$ cat config.mk
export PLATFORM = sky130hd
export DESIGN_NAME = fetch_unit
export DESIGN_NICKNAME = d
export VERILOG_FILES = /design/src/rtl/fetch_unit.sv
export SDC_FILE = /design/constraint.sdc
export NUM_CORES = 1
export LEC_CHECK = 0
export CAP_MARGIN = 0
export CORE_MARGIN = 5
export CORE_UTILIZATION = 30
export CTS_BUF_LIST = sky130_fd_sc_hd__clkbuf_16
export DETAILED_ROUTE_END_ITERATION = 8
export SYNTH_ARGS = -nofsm -noshare
export SYNTH_HDL_FRONTEND = slang
export SYNTH_SLANG_ARGS = --single-unit
$ cat constraint.sdc
create_clock -name clk -period 3 [get_ports clk]
set_input_delay 0.45 -clock clk [delete_from_list [all_inputs] [get_ports clk]]
set_output_delay 0.45 -clock clk [all_outputs]
set_load 0.005 [all_outputs]
$ cat src/rtl/fetch_unit.sv
// Instruction fetch stage: owns the PC, fetches one word at a time from imem, hands it to decode.
// Latency: ack at cycle T -> instr_valid at T+1; with 1-cycle memory and ready high, 1 instr per 3 cycles.
// Backpressure: holds instr/instr_pc in OUT until decode takes it; no new fetch while held or halted.
// Optional: define FETCH_PERF_CNT_EN to add the fetch_count port (completed decode transfers).
module fetch_unit #(
   parameter logic [31:0] RESET_PC = 32'h0000_0000,
   parameter logic [31:0] PC_INC   = 32'd1
) (
   input  logic        clk,
   input  logic        rst,
   output logic        imem_req,
   output logic [31:0] imem_addr,
   input  logic        imem_ack,
   input  logic [31:0] imem_data,
   input  logic        redirect,
   input  logic [31:0] redirect_pc,
   input  logic        halt,
   output logic        instr_valid,
   input  logic        instr_ready,
   output logic [31:0] instr,
   output logic [31:0] instr_pc,
   output logic [31:0] pc
`ifdef FETCH_PERF_CNT_EN
   ,
   output logic [31:0] fetch_count
`endif
);

   typedef enum logic [1:0] {
      ST_REQ  = 2'd0,
      ST_WAIT = 2'd1,
      ST_OUT  = 2'd2,
      ST_HALT = 2'd3
   } state_t;

   state_t state;
   // Set when the fetch currently in flight was issued on a path that has since been redirected.
   logic   drop;

   // Request is a one-cycle pulse from REQ; reset gating keeps it low while rst is asserted.
   assign imem_req  = rst && (state == ST_REQ) && !halt;
   assign imem_addr = pc;

   // Fetch sequencing, PC update and output holding register.
   always_ff @(posedge clk or negedge rst) begin
      if (!rst) begin
         state       <= ST_REQ;
         pc          <= RESET_PC;
         instr       <= 32'd0;
         instr_pc    <= 32'd0;
         instr_valid <= 1'b0;
         drop        <= 1'b0;
      end else begin
         case (state)
            ST_REQ: begin
               if (redirect)
                  pc <= redirect_pc;
               if (halt) begin
                  state <= ST_HALT;
               end else begin
                  // The request just issued targets the old pc; a redirect now makes it stale.
                  state <= ST_WAIT;
                  drop  <= redirect;
               end
            end
            ST_WAIT: begin
               if (imem_ack) begin
                  if (drop || redirect) begin
                     // Returning word belongs to an abandoned path; refetch from the current pc.
                     drop  <= 1'b0;
                     state <= ST_REQ;
                     if (redirect)
                        pc <= redirect_pc;
                  end else begin
                     instr       <= imem_data;
                     instr_pc    <= pc;
                     pc          <= pc + PC_INC;
                     instr_valid <= 1'b1;
                     state       <= ST_OUT;
                  end
               end else if (redirect) begin
                  pc   <= redirect_pc;
                  drop <= 1'b1;
               end
            end
            ST_OUT: begin
               if (redirect)
                  pc <= redirect_pc;
               // Leave on a transfer, or discard the held instruction when redirected without one.
               if (instr_ready || redirect) begin
                  instr_valid <= 1'b0;
                  state       <= ST_REQ;
               end
            end
            ST_HALT: begin
               if (redirect)
                  pc <= redirect_pc;
               if (!halt)
                  state <= ST_REQ;
            end
            default: state <= ST_REQ;
         endcase
      end
   end

`ifdef FETCH_PERF_CNT_EN
   // Count every completed transfer to decode, wrapping at 2^32.
   always_ff @(posedge clk or negedge rst) begin
      if (!rst)
         fetch_count <= 32'd0;
      else if (instr_valid && instr_ready)
         fetch_count <= fetch_count + 32'd1;
   end
`endif

endmodule

==> impl_metrics.ini <==
[status]
status = finished clean

[worst_hold_path]
hp-class = input pin to asynchronous set/reset pin

[finish]
fill_cells = 1533
n_antenna_cell = 0
drive_above_1_share_pct = 6.09
finalNonFillerCells = 906
ff_latch_area_um2 = 2500
multiInputGateArea_um2 = 1900
syn_to_final_growth_pct = 48.3
nNetsFinal = 758

[global_route]
met3_usage_pct = 4.85
grt_pass1_vias = 4277
busiest_layer = met2
grt_usage_pct = 16.1
antenna_found_initial = 0
grt_overflow = 0
grt_use_met1_pct = 19.7
grt_max_degree = 56
met2_usage_pct = 27.3
grt_pass1_wl_um = 23000

[worst_setup_path]
cp-start-kind = input pin
r2r_cells = 6
crit_fanout = 19
crit_type = input pin to register
worst_ep_arrival_time_ns = 2.59
required_ns = 3.26
crit_start = imem_ack
worstReg2RegEnd = imem_addr[13]$_DFF_PN0_
rrSetupSlack_ns = 0.81
cp-endpoint = imem_addr[13]$_DFF_PN0_
rr_startpoint = state[1]$_DFFE_PN0P_
cp-end-kind = register

[route]
drtIter0Drc = 200
routedWlPerCell_um = 16.2
via_per_inst = 4.57
ant_nets = 0
drc_errors = 0
vias = 4142
wirelength_um = 14700
drt_pre_antenna_iters = 4

[floorplanning]
core_area_um2 = 15700
dieArea_um2 = 18500
rows = 46
fp.dieW_um = 136
ioPinCount = 200
initial_core_util_pct = 30.3
die_h_um = 136

[sta]
finClkSkew_ns = 0.00834
max_freq_mhz = 429
final_max_slew_viol_count = 0
tns_ns = 0
period_share_pct = 77.7
hold_ws_ns = 0.206
rsz0062_at_grt = no
min_period_ns = 2.33
setup_viol = 0
hold_violations = 0
worstMarginPinSlew_ns = 0.705
maxSlewHeadroom_pct = 53.0

[yosys]
synth_cell_types = 41
synth_edf_count = 0
syn_area_um2 = 4750
synth_largest_area_cell = dfrtp_1
synth.most_common_cell = nand2_1
avgSynthCellArea_um2 = 9.07
async_reset_ff_share_pct = 100
yosysWarningCount = 0
synthTopCellsByArea = dfrtp_1 53%, nand2_1 18%, buf_4 5.1%
synth_ff_type = dfrtp_1
yosysSeqAreaShare_pct = 52.6
synth_top_area_share_pct = 52.6
synthTopCellsByCount = 225 x nand2_1, 100 x dfrtp_1, 32 x buf_4
syn-num-nets = 595
ys_ff_latch = 100
synthesis.instances = 524

[clocking]
cts.clk_slew.worst_paths_ns = 0.07
clk_latency_ns = 0.34
ctsResizeCount = 0
cts_setup_buffers = 0
cts_num_sinks = 100
numCtsBuffers = 9
clockBufferDepth = 2
cts_tree = built
postCtsHoldBufs = 0
h-tree-depth = 3
root_buffer = clkbuf_16

[flow_run]
max_cap_viol_count = 0

[placement]
dp_hpwl_um = 11100
io_buffers = 199
place_congestion = 0.726
dp.cells = 892

[power]
power_density_nw_per_um2 = 734
leakage_nw = 3.10
peakVddDrop_mv = 0.351
==> where the power goes <==
group / internal, mW / switching (mW) / total, mW
logic: 1.17 / 0.748 / 1.91
clock network: 0.629 / 0.485 / 1.11
registers: 1.81 / 0.343 / 2.15
total: 3.60 / 1.58 / 5.18
==> area by class of cell <==
type / instances / share of cell area (%)
Inverter: 4 / 0.213
Multi-Input combinational cell: 363 / 27.0
Clock inverter: 5 / 0.692
Timing Repair Buffer: 209 / 29.6
Tap cell: 216 / 3.83
Clock buffer: 9 / 3.19
Sequential cell: 100 / 35.5
==> layer usage <==
layer / wire, um / share of wire [%]
met1: 6050 / 41
met3: 1170 / 8.0
met2: 7280 / 50
met5: 0 / 0
met4: 184 / 1.3
==> worst min path at each step <==
stage,start,to
4_1_cts,rst,instr_pc[24]$_DFFE_PN0P_
3_5_place_dp,instr_pc[18]$_DFFE_PN0P_,instr_pc[18]$_DFFE_PN0P_
5_1_grt,rst,instr_pc[29]$_DFFE_PN0P_
6_report,rst,instr_pc[29]$_DFFE_PN0P_
3_3_place_gp,instr_pc[24]$_DFFE_PN0P_,instr_pc[24]$_DFFE_PN0P_
2_1_floorplan,rst,drop$_DFFE_PN0P_
==> placed cells by master (no fill, tap or decap), drive strengths merged, types with 2 or more instances in the layout <==
cell / instances
and4: 7
clkdlybuf4s50: 197
nor3: 14
a311oi: 2
mux2: 5
nand4: 7
and3: 5
xor2: 10
buf: 12
inv: 7
nand2: 225
nor2b: 5
nand3: 7
a21oi: 3
a211oi: 3
nor2: 8
dfrtp: 100
nor4: 10
o21ai: 24
mux2i: 2
clkbuf: 9
xnor2: 16
==> worst max-delay path, cell delays in order <==
cell and delay (ns):
clkdlybuf4s50_1 0.51, nor4bb_2 0.43, buf_12 0.18, nand2b_2 0.28, nor3_1 0.40, a311oi_1 0.16
nor3_1 0.19
==> stage by stage <==
step                util (%)  setup WS, ns  instance area (um2)  power (mW)
floorplan                  -          1.12                 4750        2.79
global placement        43.1         0.478                 6780        4.06
detailed placement      43.1         0.310                 6780        4.13
CTS                     44.9         0.673                 7050        5.27
global route            44.9         0.540                 7050        5.53
finish                  44.9         0.668                 7050        5.18
==> cells by family (layout without fill, tap and decap cells) <==
| group | count (synthesis) | count (layout) | synth area share, % |
|---|---|---|---|
| AND/OR/NAND/NOR | 295 | 295 | 29.0 |
| flip-flops | 100 | 100 | 52.6 |
| buffers and inverters | 61 | 227 | 7.63 |
| AO/OA/AOI/OAI | 34 | 34 | 4.08 |
| XOR/XNOR | 26 | 26 | 4.79 |
| multiplexers | 7 | 7 | 1.61 |
| adder cells (fa/ha/maj) | 1 | 1 | 0.263 |
==> flip-flops by register name, summed over array words and instances (netlist names) <==
register,flops
state,2
drop,1
imem_addr,32
instr_pc,32
instr,32
instr_valid,1
(Power assumes the default switching activity.)
